`src/rtl/exe_seq_ctrl_pkg.sv`:
```
// Shared types for the half-word-serial execute sequencer.
package exe_seq_ctrl_pkg;

    typedef enum logic [2:0] {
        S_IDLE    = 3'd0,
        S_LD_REQ  = 3'd1,
        S_LD_WAIT = 3'd2,
        S_LO      = 3'd3,
        S_HI      = 3'd4
    } exe_seq_state_e;

    typedef struct packed {
        logic load;
        logic store;
        logic branch;
    } exe_cls_s;

    // Load wins when decode flags both load and store.
    function automatic exe_cls_s cls_decode(input logic ld, input logic st, input logic br);
        exe_cls_s c;
        c.load   = ld;
        c.store  = st & ~ld;
        c.branch = br;
        return c;
    endfunction

endpackage

```
`src/rtl/exe_seq_perf_cnt.sv`:
```
// Retired-instruction and stall-cycle counters for exe_seq_ctrl; wrap modulo 2^PERF_W.
module exe_seq_perf_cnt #(
    parameter int unsigned PERF_W = 32
) (
    input  logic              clk,
    input  logic              rst_n,
    input  logic              retire_i,
    input  logic              stall_i,
    output logic [PERF_W-1:0] retired_o,
    output logic [PERF_W-1:0] stall_o
);

    logic [PERF_W-1:0] retired_q, retired_d;
    logic [PERF_W-1:0] stall_q, stall_d;

    always_comb begin
        retired_d = retire_i ? retired_q + PERF_W'(1) : retired_q;
        stall_d   = stall_i  ? stall_q + PERF_W'(1)   : stall_q;
    end

    always_ff @(posedge clk or negedge rst_n) begin
        if (!rst_n) begin
            retired_q <= '0;
            stall_q   <= '0;
        end else begin
            retired_q <= retired_d;
            stall_q   <= stall_d;
        end
    end

    assign retired_o = retired_q;
    assign stall_o   = stall_q;

endmodule

```
`src/rtl/exe_seq_ctrl.sv`:
```
// Sequencer for the half-word-serial execute/memory/writeback stage.
// Optional performance counters are built when EXE_SEQ_PERF_EN is defined.
module exe_seq_ctrl
    import exe_seq_ctrl_pkg::*;
#(
    parameter int unsigned PERF_W = 32
) (
    input  logic              clk,
    input  logic              rst_n,
    input  logic              valid_i,
    input  logic              is_load_i,
    input  logic              is_store_i,
    input  logic              is_branch_i,
    output logic              ready_o,
    input  logic              lsu_ready_i,
    input  logic              lsu_valid_i,
    input  logic              cmp_result_i,
    input  logic              cmp_result_valid_i,
    output logic              stage_valid_o,
    output logic              first_cycle_o,
    output logic              load_bypass_o,
    output logic              retire_o,
    output logic              branch_valid_o,
    output logic              branch_taken_o,
    output logic              seq_err_o
`ifdef EXE_SEQ_PERF_EN
    ,
    output logic [PERF_W-1:0] perf_retired_o,
    output logic [PERF_W-1:0] perf_stall_o
`endif
);

    if (PERF_W == 0) begin : g_bad_perf_w
        $error("exe_seq_ctrl: PERF_W must be nonzero");
    end

    exe_seq_state_e state_q, state_d;
    exe_cls_s       cls_q, cls_d;
    exe_cls_s       in_cls;
    logic           err_q, err_d;
    logic           accept;
    logic           store_stall;

    assign in_cls      = cls_decode(is_load_i, is_store_i, is_branch_i);
    assign ready_o     = (state_q == S_IDLE) || (state_q == S_HI);
    assign accept      = valid_i && ready_o;
    assign store_stall = (state_q == S_LO) && cls_q.store && !lsu_ready_i;

    always_comb begin
        state_d = state_q;
        cls_d   = cls_q;
        err_d   = err_q;
        case (state_q)
            S_IDLE, S_HI: begin
                if (accept) begin
                    cls_d   = in_cls;
                    state_d = in_cls.load ? S_LD_REQ : S_LO;
                end else begin
                    state_d = S_IDLE;
                end
            end
            S_LD_REQ:  if (lsu_ready_i) state_d = S_LD_WAIT;
            S_LD_WAIT: if (lsu_valid_i) state_d = S_LO;
            S_LO:      if (!store_stall) state_d = S_HI;
            default:   state_d = S_IDLE;
        endcase
        if ((state_q == S_HI) && cls_q.branch && !cmp_result_valid_i) begin
            err_d = 1'b1;
        end
    end

    always_ff @(posedge clk or negedge rst_n) begin
        if (!rst_n) begin
            state_q <= S_IDLE;
            cls_q   <= '0;
            err_q   <= 1'b0;
        end else begin
            state_q <= state_d;
            cls_q   <= cls_d;
            err_q   <= err_d;
        end
    end

    assign load_bypass_o  = (state_q == S_LD_REQ) && cls_q.load && lsu_ready_i;
    assign first_cycle_o  = (state_q == S_LO);
    assign stage_valid_o  = ((state_q == S_LO) && !store_stall) || (state_q == S_HI);
    assign retire_o       = (state_q == S_HI);
    assign branch_valid_o = (state_q == S_HI) && cls_q.branch && cmp_result_valid_i;
    assign branch_taken_o = branch_valid_o && cmp_result_i;
    assign seq_err_o      = err_q;

`ifdef EXE_SEQ_PERF_EN
    logic stall_cycle;

    assign stall_cycle = (state_q == S_LD_REQ) || (state_q == S_LD_WAIT) || store_stall;

    exe_seq_perf_cnt #(
        .PERF_W (PERF_W)
    ) u_perf_cnt (
        .clk       (clk),
        .rst_n     (rst_n),
        .retire_i  (retire_o),
        .stall_i   (stall_cycle),
        .retired_o (perf_retired_o),
        .stall_o   (perf_stall_o)
    );
`endif

endmodule

```
`config.mk`:
```
export PLATFORM = sky130hd
export DESIGN_NAME = exe_seq_ctrl
export DESIGN_NICKNAME = d
export VERILOG_FILES = /design/src/rtl/exe_seq_ctrl_pkg.sv /design/src/rtl/exe_seq_perf_cnt.sv /design/src/rtl/exe_seq_ctrl.sv
export SDC_FILE = /design/constraint.sdc
export NUM_CORES = 1
export LEC_CHECK = 0
export BUFFER_PORTS_ARGS = -buffer_cell sky130_fd_sc_hd__buf_2
export CAP_MARGIN = 20
export CORE_MARGIN = 10
export CORE_UTILIZATION = 30
export CTS_BUF_LIST = sky130_fd_sc_hd__clkbuf_4
export DETAILED_ROUTE_END_ITERATION = 10
export PLACE_DENSITY = 0.62
export SLEW_MARGIN = 40
export SYNTH_ARGS = -nofsm -noshare
export SYNTH_HDL_FRONTEND = slang
export SYNTH_SLANG_ARGS = --single-unit
```
`constraint.sdc`:
```
create_clock -name clk -period 1.5 [get_ports clk]
set_input_delay 0.075 -clock clk [delete_from_list [all_inputs] [get_ports clk]]
set_output_delay 0.075 -clock clk [all_outputs]
set_load 0.03 [all_outputs]
```
==> metrics, run 1 <==
status=completed; RSZ-0062 raised after global routing=true; kind of critical path=reg2out; antenna violations before repair=0; DRT iter0 DRCs=12; M2 GR Usage=10.3%; CTS Buffer Depth=2; post-route ant nets=0; per-cell routed wire length=13.2 um; DPL Wire Length=810 um; initial core utilization=31.3%; Clk pin slew, worst setup/hold paths=0.06 ns; Req. time, crit path=1.42 ns; global-route congestion overflow total=0; WL final=1100 um; met3 Track Usage GR=2.25%; Worst Max-Slew Pin Slew=0.363 ns; Max Cap Viol=0; register area share after synthesis=43.6%; GR Util All Layers=7.03%; register area=178 um2; f_max=696 MHz; Hold Crit Class=in2reg; first-pass GRT wire length=1840 um; synthesis-stage register bit count=7; Num Clock Sinks=7; Root Buffer=clkbuf_4; crit path max fanout=6; commonest non-fill, non-tap cell in the layout=buf_2; Worst Clk Skew=0.00524 ns; CP max stage cell=dfrtp_2; grt met1 use=8.23%; Synth cell types=21; Area Growth Syn to Fin=49.2%; setup ws final=0.0626 ns; Vias=373; PwrDens=1970 nW/um2; vias in the first global route=393; Setup TNS=0 ns; Slew Viols, Final=0; FILL cells=133; Crit. End Element=output pin; Crit path arrival time=1.36 ns; worst vdd rail ir drop=0.000805 V; Synth Warn #=0; Worst path max stage delay=0.46 ns; Pre-antenna DRT Iters=3; min Tclk post-route=1.44 ns; Syn Std Cell Area=402 um2; fraction of layout instances using a drive strength above 1=51.5%; Synthesized Nets=52; placed cell areas=510 um2; Avg Cell Area, Syn=9.56 um2; Synth Instances=42; Fin. Hold Viols=0; Die X=56.6 um; core box area=1280 um2; Via density=4.49; ant diodes=0; r2r setup slk=0.07 ns; Final Wtd Congestion=0.727; CTS buffer count=3; most frequent cells in the layout=buf_2 (15), buf_4 (7), dfrtp_1 (5); largest net degree at the start of global routing=8; multi-input logic area=209 um2; # setup viols final=0; gr busiest metal=met2; worst relative slew slack=75.7%; total I/O pin count=18; Die Ht=56.6 um; Buffers on Ports=17; Pleak=0.311 nW; latest clock arrival within the worst-skew pair=0.25 ns; Final #Nets=79; crit-path cells=nor3b_4 > and3_4 > and2_4 > buf_6; Final Cell Area=599 um2; CTS tree=yes; part of the cycle the worst path needs=95.8%; startpoint types=flip-flop; H-tree levels=1; row count=13; Placement Setup Slack=0.132 ns; full die area=3200 um2; Post-route DRC=0
-- sequential cells by signal, indices dropped and copies added (netlist names) --
name	flops
cls_q	3
seq_err_o	1
state_q	3
-- report_power, final --
part / total (W) / internal (W) / switching (W)
logic: 0.000620 / 0.000289 / 0.000332
clock network: 0.000188 / 0.000120 / 0.0000689
registers: 0.000370 / 0.000281 / 0.0000895
-- layer usage --
metal | share of wire (%) | vias up
met3 | 4.2 | 2
met4 | 1.3 | 0
met5 | 0 | -
met2 | 48 | 9
li1 | - | 199
met1 | 47 | 163
-- path summary, 6_finish.rpt --
kind                                   startpoint                      to  cells past startpoint
max in group asynchronous                   rst_n  state_q[0]$_DFFE_PN0P_                      2
hold / removal                 cmp_result_valid_i   seq_err_o$_DFFE_PN0P_                      2
hold reg to reg             seq_err_o$_DFFE_PN0P_   seq_err_o$_DFFE_PN0P_                      1
setup / recovery           state_q[1]$_DFFE_PN0P_          branch_taken_o                      4
min in group asynchronous                   rst_n  state_q[2]$_DFFE_PN0P_                      2
setup reg to reg           state_q[0]$_DFFE_PN0P_    cls_q[0]$_DFFE_PN0P_                      3
-- cell families after synthesis --
logic type / after synthesis / synth area share [%]
AOI/OAI and AO/OA: 9 / 13.7
buffers and inverters: 6 / 7.79
DFF: 7 / 43.6
muxes: 1 / 3.74
and+or+nand+nor: 19 / 31.2
-- Yosys cell counts --
master	n	area (um2)
buf_6	1	11.3
nor2_1	3	11.3
and3_1	1	6.26
nand2_1	4	15.0
dfrtp_1	7	175
o221ai_1	1	8.76
mux2_4	1	15.0
nor2b_1	2	12.5
nor4b_2	1	15.0
or3b_4	1	11.3
nand3_1	1	5.00
a21oi_1	3	15.0
buf_2	1	5.00
nand2b_1	2	12.5
o21ai_0	2	10.0
and3b_1	2	17.5
a31oi_1	1	6.26
and2_1	1	6.26
o21bai_1	2	15.0
nor3b_2	1	12.5
inv_1	4	15.0
-- critical path, delay by kind of cell (launching register included) --
| family | cells | cell delay [ns] |
|---|---|---|
| buf+inv | 1 | 0.12 |
| flops | 1 | 0.46 |
| simple gates | 3 | 0.55 |
-- metrics by stage --
stage | std cells | total power (W) | hold WS (ns) | utilization, %
floorplan | 42 | 0.000794 | -0.221 | -
global placement | 73 | 0.000891 | -0.0781 | 39.7
detailed placement | 73 | 0.000897 | -0.0780 | 39.7
CTS | 82 | 0.00116 | 0.0140 | 45.6
global route | 83 | 0.00127 | 0.0303 | 46.6
finish | 83 | 0.00118 | 0.0235 | 46.6
-- what timing repair did --
item | in CTS | in global routing
hold buffers | 1 | 0
buffers inserted | 4 | 1
setup endpoints to repair | 2 | 2
hold endpoints to repair | 7 | 0
gates resized for setup | 3 | 3
pin swaps | 1 | 0
-- cell type report --
type	instances	area share, %
inverter	4	2.51
tap	15	3.13
multi-input combinational	29	34.9
timing repair buffer	24	24.8
sequential	7	29.6
clock buffer	4	5.01
Power figures use the tool's default switching activity.
==> run 2, diff against run 1 <==
--- a/config.mk
+++ b/config.mk
@@ -7,11 +7,13 @@
 export LEC_CHECK = 0
 export BUFFER_PORTS_ARGS = -buffer_cell sky130_fd_sc_hd__buf_2
 export CAP_MARGIN = 20
+export CELL_PAD_IN_SITES_DETAIL_PLACEMENT = 1
+export CELL_PAD_IN_SITES_GLOBAL_PLACEMENT = 2
 export CORE_MARGIN = 10
-export CORE_UTILIZATION = 30
+export CORE_UTILIZATION = 26
 export CTS_BUF_LIST = sky130_fd_sc_hd__clkbuf_4
 export DETAILED_ROUTE_END_ITERATION = 10
-export PLACE_DENSITY = 0.62
+export PLACE_DENSITY = 0.85
 export SLEW_MARGIN = 40
 export SYNTH_ARGS = -nofsm -noshare
 export SYNTH_HDL_FRONTEND = slang
==> run 2 against run 1 <==
Against the previous run: largest cell class unchanged; sequential cell count unchanged; clock skew up 0.0038 ns; highest routed layer unchanged; die area up 9.8%.
==> metrics, run 2 (synthesized netlist as in run 1, its figures left out) <==
status=completed (unchanged); CTS Buffer Depth=2 (unchanged); Post-Layout Cell Count=83 (unchanged); latest clock arrival within the worst-skew pair=0.26 ns (was 0.25 ns); total I/O pin count=18 (unchanged); Final Wtd Congestion=0.797 (was 0.727); Slew Viols, Final=0 (unchanged); Pleak=0.304 nW (was 0.311 nW); f_max=685 MHz (was 696 MHz); GR Util All Layers=7.80% (was 7.03%); global-route congestion overflow total=0 (unchanged); Hold Crit Class=in2reg (unchanged); Max Cap Viol=0 (unchanged); Die X=59.3 um (was 56.6 um); CTS tree=yes (unchanged); grt met1 use=7.76% (was 8.23%); R2R cell count=3 (unchanged); Final Cell Area=594 um2 (was 599 um2); initial core utilization=27.0% (was 31.3%); hold depth=2 (unchanged); FF-to-FF End=cls_q[0]$_DFFE_PN0P_ (unchanged); DPL Wire Length=986 um (was 810 um); startpoint of the worst hold path=cmp_result_valid_i (unchanged); Final #Nets=78 (was 79); Req. time, crit path=1.63 ns (was 1.42 ns); WL final=1250 um (was 1100 um); core box area=1490 um2 (was 1280 um2); gr busiest metal=met2 (unchanged); Post-route DRC=0 (unchanged); min Tclk post-route=1.46 ns (was 1.44 ns); row count=14 (was 13); crit path max fanout=5 (was 6); Worst path max stage delay=0.44 ns (was 0.46 ns); worst relative slew slack=77.8% (was 75.7%); r2r setup slk=0.04 ns (was 0.07 ns); Vias=389 (was 373); Crit path arrival time=1.59 ns (was 1.36 ns); met3 Track Usage GR=4.29% (was 2.25%); fraction of layout instances using a drive strength above 1=52.2% (was 51.5%); Num Clock Sinks=7 (unchanged); first-pass GRT wire length=2080 um (was 1840 um); FILL cells=184 (was 133); most frequent cells in the layout=buf_2 (15), buf_4 (6) (was buf_2 (15), buf_4 (7), dfrtp_1 (5)); commonest non-fill, non-tap cell in the layout=buf_2 (unchanged); ant diodes=0 (unchanged); per-cell routed wire length=15.0 um (was 13.2 um); H-tree levels=1 (unchanged); DRT iter0 DRCs=2 (was 12); RR Startpoint=state_q[0]$_DFFE_PN0P_ (unchanged); Die Ht=59.3 um (was 56.6 um); Layout Utilization=39.9% (was 46.6%); Fin. Hold Viols=0 (unchanged); CTS buffer count=3 (unchanged); Clk pin slew, worst setup/hold paths=0.06 ns (about the same); Area Growth Syn to Fin=48.0% (was 49.2%); full die area=3520 um2 (was 3200 um2); largest net degree at the start of global routing=9 (was 8); Via density=4.69 (was 4.49); Crit. End Element=flip-flop (was output pin); CP max stage cell=dfrtp_2 (unchanged); Worst Max-Slew Pin Slew=0.332 ns (was 0.363 ns); WHS Endpoint=seq_err_o$_DFFE_PN0P_ (unchanged); PwrDens=2000 nW/um2 (was 1970 nW/um2); antenna violations before repair=0 (unchanged); startpoint types=flip-flop (unchanged); post-route ant nets=0 (unchanged); M2 GR Usage=12.8% (was 10.3%); # setup viols final=0 (unchanged); vias in the first global route=439 (was 393); Pre-antenna DRT Iters=4 (was 3); part of the cycle the worst path needs=97.4% (was 95.8%); Setup TNS=0 ns (unchanged); worst vdd rail ir drop=0.000821 V (was 0.000805 V); crit-path cells=buf_4 > or3b_4 > mux2_4 (was nor3b_4 > and3_4 > and2_4 > buf_6); Buffers on Ports=17 (unchanged); kind of critical path=reg2reg (was reg2out); Root Buffer=clkbuf_4 (unchanged); Worst Clk Skew=0.00907 ns (was 0.00524 ns); placed cell count=75 (was 73); placed cell areas=519 um2 (was 510 um2)
run 2: cell count changes in the layout (fill, tap and decap cells not counted):
cell	change
buf_4	-1
dfrtp_1	-1
dfrtp_2	+1
run 2: what timing repair did:
action	in CTS	in global routing
endpoints found under the setup margin	2	2
resized for setup	3	5
gates cloned	0	0
setup buffers	2	1
hold buffers	1	0
pin swaps	0	1
hold endpoints to repair	7	0
run 2: metrics by stage:
| stage | setup WS, ns | hold slack (ns) | power, W |
|---|---|---|---|
| floorplan | -0.0320 | -0.221 | 0.000794 |
| global placement | 0.150 | -0.0838 | 0.000906 |
| detailed placement | 0.125 | -0.0711 | 0.000925 |
| CTS | 0.00148 | 0.0235 | 0.00117 |
| global route | -0.00402 | 0.0235 | 0.00128 |
| finish | 0.0395 | 0.0262 | 0.00119 |
run 2: worst max-delay path by stage:
| stage | from | to | slack [ns] | cells after the start |
|---|---|---|---|---|
| finish | state_q[0]$_DFFE_PN0P_ | cls_q[0]$_DFFE_PN0P_ | 0.04 | 3 |
| CTS | state_q[1]$_DFFE_PN0P_ | branch_taken_o | 0.001 | 4 |
| floorplan | state_q[1]$_DFFE_PN0P_ | branch_taken_o | -0.03 | 4 |
| global placement | state_q[0]$_DFFE_PN0P_ | cls_q[0]$_DFFE_PN0P_ | 0.15 | 2 |
| global route | state_q[2]$_DFFE_PN0P_ | stage_valid_o | -0.004 | 4 |
| detailed placement | state_q[0]$_DFFE_PN0P_ | cls_q[0]$_DFFE_PN0P_ | 0.12 | 2 |
run 2: worst max-delay path, delay by kind of cell (launching register included):
family	cells	cell delay, ns
multiplexers	1	0.30
flip-flops	1	0.44
buffers and inverters	1	0.17
AND/OR/NAND/NOR	1	0.42
run 2: where the power goes:
group | switching (W) | internal, W
Sequential | 0.0000986 | 0.000282
Clock | 0.0000763 | 0.000120
Combinational | 0.000334 | 0.000278
Total | 0.000509 | 0.000681
run 2: area by class of cell:
cell class / instances / area (um2) / area share (%)
multi-input combinational: 29 / 209 / 35.2
sequential: 7 / 179 / 30.1
timing repair buffer: 23 / 141 / 23.8
clock buffer: 4 / 30.0 / 5.05
tap: 16 / 20.0 / 3.37
inverter: 4 / 15.0 / 2.53
run 2: layer usage:
layer	wire length [um]	vias to the layer above
met5	0	-
met4	4	0
met3	133	2
met2	621	12
met1	490	181
li1	-	194
